File: src/rtl/morse_pattern_rx.sv
// Morse receiver: synchronizes an on/off line, times marks/spaces in units and emits dot/dash symbols,
// word-gap and error pulses. Optional input deglitcher enabled by defining MORSE_GLITCH_FILTER_EN.
module morse_pattern_rx #(
  parameter int CLKS_PER_UNIT = 2097152,
  parameter int MAX_ELEMS     = 6,
  parameter int GLITCH_CYCLES = 16
) (
  input  logic                               clk,
  input  logic                               reset,
  input  logic                               sig_in,
  output logic                               sym_valid,
  output logic [MAX_ELEMS-1:0]               sym_bits,
  output logic [$clog2(MAX_ELEMS+1)-1:0]     sym_len,
  output logic                               word_gap,
  output logic                               err
);

  localparam int LEN_W = $clog2(MAX_ELEMS + 1);
  localparam int CYC_W = $clog2(CLKS_PER_UNIT);
  localparam logic [CYC_W-1:0] CYC_LAST = CYC_W'(CLKS_PER_UNIT - 1);
  localparam logic [LEN_W-1:0] ELEMS_FULL = LEN_W'(MAX_ELEMS);

  if (CLKS_PER_UNIT < 2 || MAX_ELEMS < 1 || MAX_ELEMS > 7 || GLITCH_CYCLES < 1) begin : g_param_check
    $error("morse_pattern_rx: parameter out of range");
  end

  typedef enum logic [2:0] {S_IDLE, S_MARK, S_SPACE, S_GAP, S_ABORT} state_t;

  logic sync1_q, line_q, line_prev_q;

  // Sync flops reset high so a line already high at reset release produces no rise edge.
`ifdef MORSE_GLITCH_FILTER_EN
  localparam int GW = $clog2(GLITCH_CYCLES + 1);
  logic          sync2_q;
  logic [GW-1:0] glitch_cnt_q;

  always_ff @(posedge clk) begin
    if (!reset) begin
      sync1_q      <= 1'b1;
      sync2_q      <= 1'b1;
      line_q       <= 1'b1;
      glitch_cnt_q <= '0;
    end else begin
      sync1_q <= sig_in;
      sync2_q <= sync1_q;
      if (sync2_q == line_q) begin
        glitch_cnt_q <= '0;
      end else if (glitch_cnt_q == GW'(GLITCH_CYCLES - 1)) begin
        line_q       <= sync2_q;
        glitch_cnt_q <= '0;
      end else begin
        glitch_cnt_q <= glitch_cnt_q + 1'b1;
      end
    end
  end
`else
  always_ff @(posedge clk) begin
    if (!reset) begin
      sync1_q <= 1'b1;
      line_q  <= 1'b1;
    end else begin
      sync1_q <= sig_in;
      line_q  <= sync1_q;
    end
  end
`endif

  logic rise, fall;
  assign rise = line_q & ~line_prev_q;
  assign fall = ~line_q & line_prev_q;

  state_t               state_q;
  logic [CYC_W-1:0]     cyc_cnt_q;
  logic [2:0]           unit_cnt_q;
  logic [MAX_ELEMS-1:0] elem_bits_q;
  logic [LEN_W-1:0]     elem_cnt_q;
  logic                 sym_valid_q, word_gap_q, err_q;
  logic [MAX_ELEMS-1:0] sym_bits_q;
  logic [LEN_W-1:0]     sym_len_q;

  always_ff @(posedge clk) begin
    if (!reset) begin
      line_prev_q <= 1'b1;
      state_q     <= S_IDLE;
      cyc_cnt_q   <= '0;
      unit_cnt_q  <= '0;
      elem_bits_q <= '0;
      elem_cnt_q  <= '0;
      sym_valid_q <= 1'b0;
      sym_bits_q  <= '0;
      sym_len_q   <= '0;
      word_gap_q  <= 1'b0;
      err_q       <= 1'b0;
    end else begin
      line_prev_q <= line_q;
      sym_valid_q <= 1'b0;
      word_gap_q  <= 1'b0;
      err_q       <= 1'b0;
      if (cyc_cnt_q == CYC_LAST) begin
        cyc_cnt_q <= '0;
        if (unit_cnt_q != 3'd7) unit_cnt_q <= unit_cnt_q + 3'd1;
      end else begin
        cyc_cnt_q <= cyc_cnt_q + 1'b1;
      end
      // Every transition below restarts the duration measurement.
      case (state_q)
        S_IDLE: if (rise) begin
          state_q <= S_MARK; cyc_cnt_q <= '0; unit_cnt_q <= '0;
        end
        S_MARK: if (unit_cnt_q >= 3'd5) begin
          err_q <= 1'b1; elem_bits_q <= '0; elem_cnt_q <= '0;
          state_q <= S_ABORT; cyc_cnt_q <= '0; unit_cnt_q <= '0;
        end else if (fall) begin
          if (elem_cnt_q == ELEMS_FULL) begin
            err_q <= 1'b1; elem_bits_q <= '0; elem_cnt_q <= '0;
            state_q <= S_ABORT;
          end else begin
            elem_bits_q[elem_cnt_q] <= (unit_cnt_q >= 3'd2);
            elem_cnt_q <= elem_cnt_q + 1'b1;
            state_q    <= S_SPACE;
          end
          cyc_cnt_q <= '0; unit_cnt_q <= '0;
        end
        S_SPACE: if (unit_cnt_q >= 3'd2) begin
          // A rise landing exactly on the threshold still starts the next symbol's mark.
          sym_valid_q <= 1'b1; sym_bits_q <= elem_bits_q; sym_len_q <= elem_cnt_q;
          elem_bits_q <= '0; elem_cnt_q <= '0;
          state_q <= rise ? S_MARK : S_GAP; cyc_cnt_q <= '0; unit_cnt_q <= '0;
        end else if (rise) begin
          state_q <= S_MARK; cyc_cnt_q <= '0; unit_cnt_q <= '0;
        end
        S_GAP: if (rise) begin
          state_q <= S_MARK; cyc_cnt_q <= '0; unit_cnt_q <= '0;
        end else if (unit_cnt_q >= 3'd5) begin
          word_gap_q <= 1'b1;
          state_q <= S_IDLE; cyc_cnt_q <= '0; unit_cnt_q <= '0;
        end
        S_ABORT: if (!line_q) begin
          state_q <= S_IDLE; cyc_cnt_q <= '0; unit_cnt_q <= '0;
        end
        default: begin
          state_q <= S_IDLE; cyc_cnt_q <= '0; unit_cnt_q <= '0;
        end
      endcase
    end
  end

  assign sym_valid = sym_valid_q;
  assign sym_bits  = sym_bits_q;
  assign sym_len   = sym_len_q;
  assign word_gap  = word_gap_q;
  assign err       = err_q;

endmodule
File: config.mk
export PLATFORM = sky130hd
export DESIGN_NAME = morse_pattern_rx
export DESIGN_NICKNAME = d
export VERILOG_FILES = /design/src/rtl/morse_pattern_rx.sv
export SDC_FILE = /design/constraint.sdc
export NUM_CORES = 1
export LEC_CHECK = 0
export ABC_AREA = 1
export ABC_CLOCK_PERIOD_IN_PS = 2400
export CORE_MARGIN = 1
export CORE_UTILIZATION = 25
export DETAILED_ROUTE_END_ITERATION = 12
export PLACE_DENSITY_LB_ADDON = 0.15
export SYNTH_ARGS = -nofsm -noshare
export SYNTH_HDL_FRONTEND = slang
export SYNTH_SLANG_ARGS = --single-unit
File: constraint.sdc
create_clock -name clk -period 2.4 [get_ports clk]
set_input_delay 0.48 -clock clk [delete_from_list [all_inputs] [get_ports clk]]
set_output_delay 0.48 -clock clk [all_outputs]
set_load 0.1 [all_outputs]
==> flow_results.xml <==
<?xml version="1.0" encoding="UTF-8"?>
<metrics>
  <group name="yosys">
    <metric name="post-synth-top-area-fraction" unit="%">41.1</metric>
    <metric name="ys_dominant_reg_cell" unit="">sky130_fd_sc_hd__dfxtp_1</metric>
    <metric name="synth_area" unit="um2">2480</metric>
    <metric name="post_synthesis_register_bit_count" unit="">51</metric>
    <metric name="post_synth_main_area_contributors" unit="">sky130_fd_sc_hd__dfxtp_1 41%, sky130_fd_sc_hd__nand2_1 11%, sky130_fd_sc_hd__nor2_1 8.5%</metric>
    <metric name="postSynthCellCount" unit="">343</metric>
    <metric name="ys_async_sr_fraction" unit="%">0</metric>
    <metric name="cell_type_with_the_highest_aggregate_area_in_the_netlist" unit="">sky130_fd_sc_hd__dfxtp_1</metric>
    <metric name="synth_edf_count" unit="">0</metric>
    <metric name="netlist-cell-type-count" unit="">31</metric>
    <metric name="syn_nets" unit="">350</metric>
    <metric name="yosysSeqAreaShare" unit="%">41.1</metric>
    <metric name="avgSynthCellArea" unit="um2">7.23</metric>
    <metric name="ys.warnings.count" unit="">0</metric>
  </group>
  <group name="floorplanning">
    <metric name="die_footprint" unit="um2">10300</metric>
    <metric name="coreArea" unit="um2">9420</metric>
    <metric name="io-pin-count" unit="">15</metric>
    <metric name="floorplan.rows" unit="">35</metric>
    <metric name="floorplan.die.width" unit="um">102</metric>
    <metric name="dieHeight" unit="um">102</metric>
    <metric name="start_util" unit="%">26.4</metric>
  </group>
  <group name="timing">
    <metric name="period_share" unit="%">87.5</metric>
    <metric name="final-hold-violation-count" unit="">0</metric>
    <metric name="fin_crit" unit="ns">2.10</metric>
    <metric name="max-slew-margin-rel" unit="%">69.6</metric>
    <metric name="fin_setup_tns" unit="ns">0</metric>
    <metric name="rsz0062_at_grt" unit="">no</metric>
    <metric name="maxClockFrequency" unit="MHz">476</metric>
    <metric name="clock-skew-final" unit="ns">0.00984</metric>
    <metric name="final_max_tran_viols" unit="">0</metric>
    <metric name="worst_pin_slew" unit="ns">0.455</metric>
    <metric name="setup_viol_count_final" unit="">0</metric>
  </group>
  <group name="pwr">
    <metric name="clkPwrFrac" unit="%">34.1</metric>
    <metric name="internal_power" unit="mW">1.09</metric>
    <metric name="max-vdd-ir-drop" unit="uV">207</metric>
    <metric name="powerDensity" unit="nW/um2">518</metric>
    <metric name="power.share.combinational" unit="%">6.0</metric>
    <metric name="seq_power_share" unit="%">59.9</metric>
    <metric name="p_leak" unit="nW">1.06</metric>
    <metric name="p_sw_share" unit="%">24.9</metric>
    <metric name="switching_pwr" unit="mW">0.361</metric>
  </group>
  <group name="critical_path">
    <metric name="worstReg2RegEnd" unit="">cyc_cnt_q[12]</metric>
    <metric name="crit_path_end_kind" unit="">flip-flop</metric>
    <metric name="setup.worst_path.start_class" unit="">flip-flop</metric>
    <metric name="cp-startpoint" unit="">unit_cnt_q[1]</metric>
    <metric name="crit_slowest_cell" unit="">sky130_fd_sc_hd__dfxtp_1</metric>
    <metric name="crit_required" unit="ns">2.64</metric>
    <metric name="path_cells" unit="">inv_1, ha_1, inv_1, nand2_1, nand2_2, nand3_2, nand3_2, nand3_2, buf_4, nor2_1</metric>
    <metric name="cp_common_cell" unit="">sky130_fd_sc_hd__nand3_2</metric>
    <metric name="largest_incremental_delay_on_the_critical_path" unit="ns">0.44</metric>
    <metric name="critical_path_class" unit="">reg -&gt; reg</metric>
    <metric name="max_fanout_on_critical_path" unit="">21</metric>
    <metric name="worstSetupEndpoint" unit="">cyc_cnt_q[12]</metric>
    <metric name="r2r_cells" unit="">10</metric>
    <metric name="r2r_setup_slack" unit="ns">0.30</metric>
    <metric name="worst_ep_arrival_time" unit="ns">2.34</metric>
    <metric name="worst_r2r_startpoint" unit="">unit_cnt_q[1]</metric>
  </group>
  <group name="global_route">
    <metric name="globalRouteTotalUtil" unit="%">11.1</metric>
    <metric name="first_global_vias" unit="">1914</metric>
    <metric name="grt_overflow" unit="">0</metric>
    <metric name="grt_antenna_before_repair" unit="">0</metric>
    <metric name="grt_max_degree" unit="">22</metric>
    <metric name="grt_pass1_wl" unit="um">9030</metric>
  </group>
  <group name="drt">
    <metric name="detail_route.first_pass.iterations" unit="">6</metric>
    <metric name="route.detailed.wl_per_inst" unit="um">10.6</metric>
    <metric name="drc" unit="">0</metric>
    <metric name="drt_first_iter_violations" unit="">72</metric>
    <metric name="via_count" unit="">2089</metric>
    <metric name="postRouteWirelength" unit="um">5190</metric>
    <metric name="antenna_violating_nets_post_route" unit="">0</metric>
    <metric name="via_cell_ratio" unit="">4.28</metric>
  </group>
  <group name="hold_path">
    <metric name="holdCritPathClass" unit="">reg -&gt; reg</metric>
    <metric name="min_from" unit="">sync1_q</metric>
  </group>
  <group name="place">
    <metric name="placement.io_buffers" unit="">14</metric>
    <metric name="detailedPlacementHpwl" unit="um">3890</metric>
    <metric name="gpl.final_weighted_congestion" unit="">0.799</metric>
    <metric name="postPlaceCellArea" unit="um2">2710</metric>
  </group>
  <group name="cts">
    <metric name="post_cts.repair.setup_buffers" unit="">0</metric>
    <metric name="clock_tree.buffer_depth" unit="">2</metric>
    <metric name="cts-buffers-inserted" unit="">5</metric>
    <metric name="clk-insertion-delay-late" unit="ns">0.30</metric>
    <metric name="cts_root_buf" unit="">sky130_fd_sc_hd__clkbuf_8</metric>
    <metric name="tritoncts_clock_tree" unit="">yes</metric>
    <metric name="cts.reportedPaths.clkPinSlew" unit="ns">0.09</metric>
    <metric name="cts-htree-levels" unit="">2</metric>
    <metric name="post_cts.resized_instances" unit="">0</metric>
    <metric name="post_cts_hold_buffer_count" unit="">0</metric>
    <metric name="clock_sink_count" unit="">51</metric>
  </group>
  <group name="outcome">
    <metric name="run_status" unit="">completed</metric>
  </group>
  <group name="finish">
    <metric name="fin_area" unit="um2">2800</metric>
    <metric name="finish.utilization" unit="%">29.7</metric>
    <metric name="drive_gt1_share" unit="%">14.2</metric>
    <metric name="layout_common_cells" unit="">70 x sky130_fd_sc_hd__nand2_1, 56 x sky130_fd_sc_hd__nor2_1, 51 x sky130_fd_sc_hd__dfxtp_1, 34 x sky130_fd_sc_hd__nand3_1, 31 x sky130_fd_sc_hd__inv_1</metric>
    <metric name="final_common_cell" unit="">sky130_fd_sc_hd__nand2_1</metric>
    <metric name="n_antenna_cell" unit="">0</metric>
    <metric name="p_r_area_growth_vs_syn" unit="%">12.8</metric>
    <metric name="fin_nets" unit="">365</metric>
  </group>
  <group name="flow_run">
    <metric name="cap_violations" unit="">0</metric>
  </group>
</metrics>
critical path: cells and delay by family (launching register included):
kind / cells / cell delay (ns)
buffers and inverters: 3 / 0.39
AND/OR/NAND/NOR: 6 / 1.02
adder cells (fa/ha/maj): 1 / 0.19
flip-flops: 1 / 0.44
cells in the mapped netlist, types with 3 or more instances:
cell type and count:
sky130_fd_sc_hd__nand3_1 34, sky130_fd_sc_hd__nor2_1 56, sky130_fd_sc_hd__nand4_1 7, sky130_fd_sc_hd__xnor2_1 8, sky130_fd_sc_hd__o21ai_0 11, sky130_fd_sc_hd__xor2_1 7, sky130_fd_sc_hd__a21oi_1 18, sky130_fd_sc_hd__nand2_2 5
sky130_fd_sc_hd__inv_1 31, sky130_fd_sc_hd__nor2_2 12, sky130_fd_sc_hd__nand2_1 70, sky130_fd_sc_hd__buf_6 3, sky130_fd_sc_hd__dfxtp_1 51, sky130_fd_sc_hd__ha_1 4, sky130_fd_sc_hd__nor3_1 3, sky130_fd_sc_hd__nand3_2 4
through the flow:
| stage | hold slack (ns) | worst slack, ns | instances | total power, mW |
|---|---|---|---|---|
| after floorplan | 0.393 | 0.813 | 343 | 0.959 |
| after global placement | 0.401 | 0.381 | 480 | 0.977 |
| after detailed placement | 0.405 | 0.322 | 480 | 0.976 |
| after CTS | 0.430 | 0.299 | 488 | 1.49 |
| after global routing | 0.451 | 0.0691 | 488 | 1.54 |
| final | 0.423 | 0.300 | 488 | 1.45 |
kinds of logic (layout without fill, tap and decap cells):
group,Yosys count,in the layout,share of synthesized area [%]
flops,51,51,41.1
fa+ha+maj,4,4,2.02
simple gates,198,198,36.9
buf+inv,41,57,7.31
compound gates,34,34,7.36
xor+xnor,15,15,5.30
registers in the layout, indices dropped and copies added (netlist names):
| register | count |
|---|---|
| cyc_cnt_q | 21 |
| elem_bits_q | 6 |
| sym_bits | 6 |
| elem_cnt_q | 3 |
| state_q | 3 |
| sym_len | 3 |
| unit_cnt_q | 3 |
| err | 1 |
| line_prev_q | 1 |
| line_q | 1 |
| sym_valid | 1 |
| sync1_q | 1 |
| word_gap | 1 |
routing by layer:
layer  up-vias  track usage [%]  share of wire (%)
li1       1133                -                  -
met1       920             15.1                 52
met2        31             17.4                 44
met3         5             2.14                3.3
met4         0             3.68                1.2
met5         -                0                  0
power by group through the flow:
stage	Sequential (mW)	Clock (mW)	Combinational (mW)
2_1_floorplan	0.885	0	0.0733
3_3_place_gp	0.888	0	0.0886
3_5_place_dp	0.888	0	0.0880
4_1_cts	0.868	0.534	0.0886
5_1_grt	0.871	0.575	0.0992
6_report	0.868	0.495	0.0876
cell type report:
cell class	instances	area, um2
Fill cell	1043	6620
Multi-Input combinational cell	251	1280
Sequential cell	51	1020
Tap cell	129	161
Timing Repair Buffer	16	125
Inverter	33	124
Clock buffer	5	68.8
Clock inverter	3	20.0
worst min-delay path by stage:
stage,slack (ns),cells after the start,end
floorplan,0.39,1,line_q
global placement,0.40,1,line_q
detailed placement,0.41,1,line_q
CTS,0.43,1,line_q
global route,0.45,1,line_q
finish,0.42,1,line_q
(Power assumes the default switching activity.)
